$ cat config.mk
export PLATFORM = sky130hd
export DESIGN_NAME = rv_multicycle_ctrl
export DESIGN_NICKNAME = d
export VERILOG_FILES = /design/src/rtl/rv_pkg.sv /design/src/rtl/rv_ctrl_decode.sv /design/src/rtl/rv_multicycle_ctrl.sv
export SDC_FILE = /design/constraint.sdc
export NUM_CORES = 1
export LEC_CHECK = 0
export ABC_AREA = 1
export CORE_ASPECT_RATIO = 1.4
export CORE_MARGIN = 2
export CORE_UTILIZATION = 35
export DETAILED_ROUTE_END_ITERATION = 10
export PLACE_DENSITY_LB_ADDON = 0.25
export SLEW_MARGIN = 20
export SYNTH_ARGS = -nofsm -noshare
export SYNTH_HDL_FRONTEND = slang
export SYNTH_SLANG_ARGS = --single-unit
$ cat constraint.sdc
create_clock -name clk -period 2.5 [get_ports clk]
set_input_delay 0.5 -clock clk [delete_from_list [all_inputs] [get_ports clk]]
set_output_delay 0.5 -clock clk [all_outputs]
set_load 0.005 [all_outputs]
$ cat src/rtl/rv_pkg.sv
`default_nettype none
`timescale 1ns/1ps
// ============================================================================
// Module   : rv_pkg
// Purpose  : Shared encodings for the RV32I multi-cycle controller and the
//            immediate generator: FSM states, opcodes, mux selects and the
//            packed control word.
// Revision : 1.0 - initial release
// ============================================================================
package rv_pkg;

  // FSM state encoding (3-bit, legacy-compatible constants)
  typedef logic [2:0] state_t;
  localparam state_t ST_FETCH  = 3'd0;
  localparam state_t ST_DECODE = 3'd1;
  localparam state_t ST_EXEC   = 3'd2;
  localparam state_t ST_MEM    = 3'd3;
  localparam state_t ST_WB     = 3'd4;
  localparam state_t ST_TRAP   = 3'd5;

  // Supported major opcodes
  localparam logic [6:0] OP_R      = 7'b0110011;
  localparam logic [6:0] OP_IMM    = 7'b0010011;
  localparam logic [6:0] OP_LOAD   = 7'b0000011;
  localparam logic [6:0] OP_STORE  = 7'b0100011;
  localparam logic [6:0] OP_BRANCH = 7'b1100011;
  localparam logic [6:0] OP_JAL    = 7'b1101111;

  // Branch funct3 values handled by this core
  localparam logic [2:0] F3_BEQ = 3'b000;
  localparam logic [2:0] F3_BNE = 3'b001;

  // PC source select
  localparam logic [1:0] PC_SEL_PLUS4  = 2'd0;
  localparam logic [1:0] PC_SEL_TARGET = 2'd1;

  // Writeback source select
  localparam logic [1:0] WB_SEL_ALU = 2'd0;
  localparam logic [1:0] WB_SEL_MEM = 2'd1;
  localparam logic [1:0] WB_SEL_PC4 = 2'd2;

  // ALU operation class
  localparam logic [1:0] ALU_OP_ADD   = 2'd0;
  localparam logic [1:0] ALU_OP_SUB   = 2'd1;
  localparam logic [1:0] ALU_OP_FUNCT = 2'd2;

  // Control word driven to the datapath
  typedef struct packed {
    logic       mem_req;
    logic       mem_we;
    logic       mem_addr_sel;
    logic       ir_we;
    logic       pc_we;
    logic [1:0] pc_sel;
    logic [6:0] imm_ctrl;
    logic       alu_src_b;
    logic [1:0] alu_op;
    logic       reg_we;
    logic [1:0] wb_sel;
  } ctrl_t;

  // True for every opcode the controller can sequence
  function automatic logic op_supported(input logic [6:0] op);
    case (op)
      OP_R, OP_IMM, OP_LOAD, OP_STORE, OP_BRANCH, OP_JAL: return 1'b1;
      default:                                           return 1'b0;
    endcase
  endfunction

  // Only BEQ and BNE are implemented; other branch flavours trap
  function automatic logic branch_f3_ok(input logic [2:0] f3);
    return (f3 == F3_BEQ) || (f3 == F3_BNE);
  endfunction

  // Branch resolution from the ALU compare result
  function automatic logic branch_taken(input logic [2:0] f3, input logic zero);
    return ((f3 == F3_BEQ) && zero) || ((f3 == F3_BNE) && !zero);
  endfunction

endpackage
`default_nettype wire

$ cat src/rtl/rv_ctrl_decode.sv
`default_nettype none
`timescale 1ns/1ps
// ============================================================================
// Module   : rv_ctrl_decode
// Purpose  : Purely combinational map of (state, opcode, funct3) plus the
//            current-cycle mem_ready / alu_zero qualifiers to the datapath
//            control word.
// Revision : 1.0 - initial release
// ============================================================================
module rv_ctrl_decode
  import rv_pkg::*;
(
  input  state_t     state,
  input  logic [6:0] opcode,
  input  logic [2:0] funct3,
  input  logic       alu_zero,
  input  logic       mem_ready,
  output ctrl_t      ctrl
);

  // Control word for the current state; everything not named stays 0
  always_comb begin
    ctrl = '0;
    case (state)
      ST_FETCH: begin
        ctrl.mem_req = 1'b1;
        if (mem_ready) begin
          ctrl.ir_we  = 1'b1;
          ctrl.pc_we  = 1'b1;
          ctrl.pc_sel = PC_SEL_PLUS4;
        end
      end

      ST_DECODE: begin
        ctrl.imm_ctrl = opcode;
      end

      ST_EXEC: begin
        ctrl.imm_ctrl = opcode;
        case (opcode)
          OP_R: begin
            ctrl.alu_src_b = 1'b0;
            ctrl.alu_op    = ALU_OP_FUNCT;
          end
          OP_IMM: begin
            ctrl.alu_src_b = 1'b1;
            ctrl.alu_op    = ALU_OP_FUNCT;
          end
          OP_LOAD, OP_STORE: begin
            ctrl.alu_src_b = 1'b1;
            ctrl.alu_op    = ALU_OP_ADD;
          end
          OP_BRANCH: begin
            ctrl.alu_op = ALU_OP_SUB;
            // An unsupported funct3 must not redirect the PC on its way to TRAP
            if (branch_f3_ok(funct3) && branch_taken(funct3, alu_zero)) begin
              ctrl.pc_we  = 1'b1;
              ctrl.pc_sel = PC_SEL_TARGET;
            end
          end
          OP_JAL: begin
            ctrl.reg_we = 1'b1;
            ctrl.wb_sel = WB_SEL_PC4;
            ctrl.pc_we  = 1'b1;
            ctrl.pc_sel = PC_SEL_TARGET;
          end
          default: ;
        endcase
      end

      ST_MEM: begin
        ctrl.imm_ctrl     = opcode;
        ctrl.mem_req      = 1'b1;
        ctrl.mem_addr_sel = 1'b1;
        ctrl.mem_we       = (opcode == OP_STORE);
      end

      ST_WB: begin
        ctrl.imm_ctrl = opcode;
        ctrl.reg_we   = 1'b1;
        ctrl.wb_sel   = (opcode == OP_LOAD) ? WB_SEL_MEM : WB_SEL_ALU;
      end

      ST_TRAP: begin
        // Opcode stays visible for debug; every enable and request is off
        ctrl.imm_ctrl = opcode;
      end

      default: ctrl = '0;
    endcase
  end

endmodule
`default_nettype wire

$ cat src/rtl/rv_multicycle_ctrl.sv
`default_nettype none
`timescale 1ns/1ps
// ============================================================================
// Module   : rv_multicycle_ctrl
// Purpose  : Multi-cycle RV32I control FSM (FETCH/DECODE/EXEC/MEM/WB/TRAP)
//            with retired-instruction counter and sticky illegal flag.
// Revision : 1.0 - initial release
// ============================================================================
module rv_multicycle_ctrl
  import rv_pkg::*;
#(
  parameter int CNT_W = 32
) (
  input  logic             clk,
  input  logic             rst_n,
  input  logic [6:0]       ir_opcode,
  input  logic [2:0]       ir_funct3,
  input  logic             alu_zero,
  input  logic             mem_ready,
  output logic             mem_req,
  output logic             mem_we,
  output logic             mem_addr_sel,
  output logic             ir_we,
  output logic             pc_we,
  output logic [1:0]       pc_sel,
  output logic [6:0]       imm_ctrl,
  output logic             alu_src_b,
  output logic [1:0]       alu_op,
  output logic             reg_we,
  output logic [1:0]       wb_sel,
  output logic             illegal,
  output logic [CNT_W-1:0] instret
);

  state_t           state_q,   state_d;
  logic [6:0]       op_q,      op_d;
  logic [2:0]       f3_q,      f3_d;
  logic [CNT_W-1:0] instret_q, instret_d;

  logic             w_retire;
  logic [6:0]       w_opcode;
  logic [2:0]       w_funct3;
  ctrl_t            w_ctrl;

  // In DECODE the IR fields are used live; afterwards the latched copy is used
  assign w_opcode = (state_q == ST_DECODE) ? ir_opcode : op_q;
  assign w_funct3 = (state_q == ST_DECODE) ? ir_funct3 : f3_q;

  rv_ctrl_decode u_decode (
    .state     (state_q),
    .opcode    (w_opcode),
    .funct3    (w_funct3),
    .alu_zero  (alu_zero),
    .mem_ready (mem_ready),
    .ctrl      (w_ctrl)
  );

  // Next-state, IR-field capture and retire detection
  always_comb begin
    state_d  = state_q;
    op_d     = op_q;
    f3_d     = f3_q;
    w_retire = 1'b0;
    case (state_q)
      ST_FETCH: begin
        if (mem_ready) state_d = ST_DECODE;
      end

      ST_DECODE: begin
        op_d    = ir_opcode;
        f3_d    = ir_funct3;
        state_d = op_supported(ir_opcode) ? ST_EXEC : ST_TRAP;
      end

      ST_EXEC: begin
        case (op_q)
          OP_R, OP_IMM:      state_d = ST_WB;
          OP_LOAD, OP_STORE: state_d = ST_MEM;
          OP_BRANCH: begin
            if (branch_f3_ok(f3_q)) begin
              state_d  = ST_FETCH;
              w_retire = 1'b1;
            end else begin
              state_d  = ST_TRAP;
            end
          end
          OP_JAL: begin
            state_d  = ST_FETCH;
            w_retire = 1'b1;
          end
          default: state_d = ST_TRAP;
        endcase
      end

      ST_MEM: begin
        if (mem_ready) begin
          if (op_q == OP_STORE) begin
            state_d  = ST_FETCH;
            w_retire = 1'b1;
          end else begin
            state_d  = ST_WB;
          end
        end
      end

      ST_WB: begin
        state_d  = ST_FETCH;
        w_retire = 1'b1;
      end

      ST_TRAP: state_d = ST_TRAP;

      default: state_d = ST_FETCH;
    endcase
    instret_d = instret_q + {{(CNT_W-1){1'b0}}, w_retire};
  end

  // State, latched IR fields and retire counter; reset aborts any instruction
  always_ff @(posedge clk) begin
    if (!rst_n) begin
      state_q   <= ST_FETCH;
      op_q      <= '0;
      f3_q      <= '0;
      instret_q <= '0;
    end else begin
      state_q   <= state_d;
      op_q      <= op_d;
      f3_q      <= f3_d;
      instret_q <= instret_d;
    end
  end

  // Outputs are forced low while reset is held so no request leaks out
  always_comb begin
    mem_req      = rst_n & w_ctrl.mem_req;
    mem_we       = rst_n & w_ctrl.mem_we;
    mem_addr_sel = rst_n & w_ctrl.mem_addr_sel;
    ir_we        = rst_n & w_ctrl.ir_we;
    pc_we        = rst_n & w_ctrl.pc_we;
    pc_sel       = rst_n ? w_ctrl.pc_sel   : 2'd0;
    imm_ctrl     = rst_n ? w_ctrl.imm_ctrl : 7'd0;
    alu_src_b    = rst_n & w_ctrl.alu_src_b;
    alu_op       = rst_n ? w_ctrl.alu_op   : 2'd0;
    reg_we       = rst_n & w_ctrl.reg_we;
    wb_sel       = rst_n ? w_ctrl.wb_sel   : 2'd0;
    illegal      = rst_n & (state_q == ST_TRAP);
    instret      = rst_n ? instret_q : '0;
  end

endmodule
`default_nettype wire
==> reports/results.txt <==
status: complete, no violations
WP data arrival: 1960 ps
Synth Instances: 502
grt ovf: 0
dominant synthesized flop cell: dfxtp_1
Final Setup Violations: 0
Hold WS: 480 ps
Final Critical Period: 2460 ps
Via-to-Cell Ratio: 4.87
top post-synthesis cells by area: dfxtp_1, nand2_1, inv_1
layout cell share with drive strength beyond 1: 0.262
Critical Path Fanout Max: 5
Core Box Area: 8200 um^2
htree depth: 2
detailed placement HPWL: 7230 um
unrepaired setup endpoints after global routing: true
most frequent cell after synthesis: nand2_1
register area: 911 um^2
Starting Density: 0.363
Mapped Nets: 518
Clock Root Buffer: clkbuf_16
Seq/Total Area, Yosys: 0.303
Tot Pwr: 2.03 mW
max-cap violations: 0
post-route DRC violation count: 0
row cnt: 39
final RePlAce weighted congestion: 0.911
die height: 113 um
cts hold-fix bufs: 0
Syn Area/Cell: 5.93 um^2
full die area: 9270 um^2
Final Hold Viols: 0
Yosys reg bits: 45
fmax: 0.406 GHz
Clk Latency, worst-skew pair: 280 ps
chip width: 81.9 um
min setup slack post-route: 38.2 ps
Hold WC Path Type: flop to flop
Critical Path Start Type: input port
Netlist cell types: 41
largest net degree at the start of global routing: 23
clock sink count: 45
pwr/cell area: 423 nW/um^2
Inst Count DP: 719
Via Count: 3654
first-pass GRT wire length: 15200 um
CTS Buf Count: 5
initial antenna violation count: 0
Pleak: 2.25 nW
Placed Area: 4170 um^2
FILL cells: 805
DRT Pass-1 Iters: 4
GRT Util Overall: 0.209
setup TNS: 0 ps
IO Pins: 67
WL per Instance: 13.3 um
area growth from synthesis to layout: 61.1%
Netlist Area Pre-Place: 2980 um^2
number of buffers added on ports: 65
yosys warns: 0
Critical Path Sink Type: output pin
Synth top cells by count: nand2_1, inv_1, nor2_1, dfxtp_1
WL final: 9990 um
VDD IR max: 260 uV
number of synthesized flops with an enable pin: 0
Detail Route Antenna Nets: 0
CTS max path bufs: 2
Crit Path Class: input port to output pin
1st-iter DRT viols: 144
worst slack at placement: -327 ps
Final Cycle Share: 0.985
area leader, netlist: dfxtp_1
Crit path largest cell delay: 450 ps
worst endpoint required time: 2000 ps
nets: 664
TritonCTS clock tree: yes
asr flop ratio synth: 0
Finished Cell Area: 4800 um^2
clock-pin slew on the worst setup and hold paths: 60 ps
fin cells: 750
Util after Layout: 0.585
final antenna diode count: 0
worst-path cell chain: clkdlybuf4s50_1, o21ai_2, buf_4, nand3_1, nor3_2, dlygate4sd2_1
vias in the first global route: 3484
Max Slew Vio Count: 0
Slowest cell on crit path: clkdlybuf4s50_1
top cell type's share of synthesized area: 0.303
area of the multi-input gates: 1870 um^2
skew final: 6.84 ps
path summary, 6_finish.rpt:
check | from | end | slack (ps) | cells past startpoint
setup / recovery | ir_opcode[4] | wb_sel[0] | 40 | 6
hold / removal | instret_q[29] | instret_q[29] | 480 | 2
setup reg to reg | op_q[2] | instret_q[19] | 60 | 20
hold reg to reg | instret_q[29] | instret_q[29] | 480 | 2
state kept, by name, summed over array words and instances (netlist names):
signal     count
instret_q     32
op_q           7
f3_q           3
state_q        3
timing repair:
action                     CTS  global route
buffers inserted             9            12
gates resized for setup     47            49
pin swaps                   15            25
setup endpoints to repair   37            52
gates cloned                 1             2
routing by layer:
layer / GRT usage / up-vias / share of wire
met1: 0.216 / 1682 / 0.37
met4: 0.0800 / 0 / 0.035
li1: - / 1848 / -
met2: 0.408 / 105 / 0.56
met3: 0.0239 / 19 / 0.036
met5: 0 / - / 0
logic make-up (layout without fill, tap and decap cells):
logic type                 Yosys count  after routing  synth area share
and+or+nand+nor                    290            291             0.435
buffers and inverters              108            253             0.145
AOI/OAI and AO/OA                   55             55             0.104
DFF                                 45             45             0.303
adders and majority gates            2              2           0.00841
other                                1              1           0.00126
xor gates and xnor gates             1              1           0.00294
cell type report:
type	instances	share of cell area
multi-input cells	350	0.391
repair buffers	151	0.283
flip-flops and latches	45	0.190
inverters	95	0.0759
well taps	102	0.0266
clock buffers	5	0.0261
clock inverters	2	0.00730
critical path: cells and delay by family:
family | cells | cell delay (ps)
compound gates | 1 | 220
buf+inv | 3 | 900
simple gates | 2 | 330
placed cells by master (no fill, tap or decap), drive strengths merged, types with 2 or more instances in the layout:
cell type / Yosys / layout
nand2: 153 / 153
inv: 95 / 95
buf: 4 / 85
nor2: 66 / 66
dfxtp: 45 / 45
clkdlybuf4s50: 0 / 44
a21oi: 30 / 30
nor3: 30 / 30
nand3: 22 / 23
o21ai: 18 / 18
dlygate4sd2: 0 / 11
nand4: 8 / 8
clkbuf: 9 / 8
dlymetal6s2s: 0 / 7
or2: 5 / 5
nand3b: 3 / 3
ha: 2 / 2
a211oi: 2 / 2
power by group:
group / switching, mW / leakage [nW] / internal [mW]
registers: 0.0228 / 0.367 / 0.745
clock network: 0.272 / 0.0797 / 0.464
logic: 0.279 / 1.80 / 0.245
No activity file was read; power rests on OpenSTA's default activity.
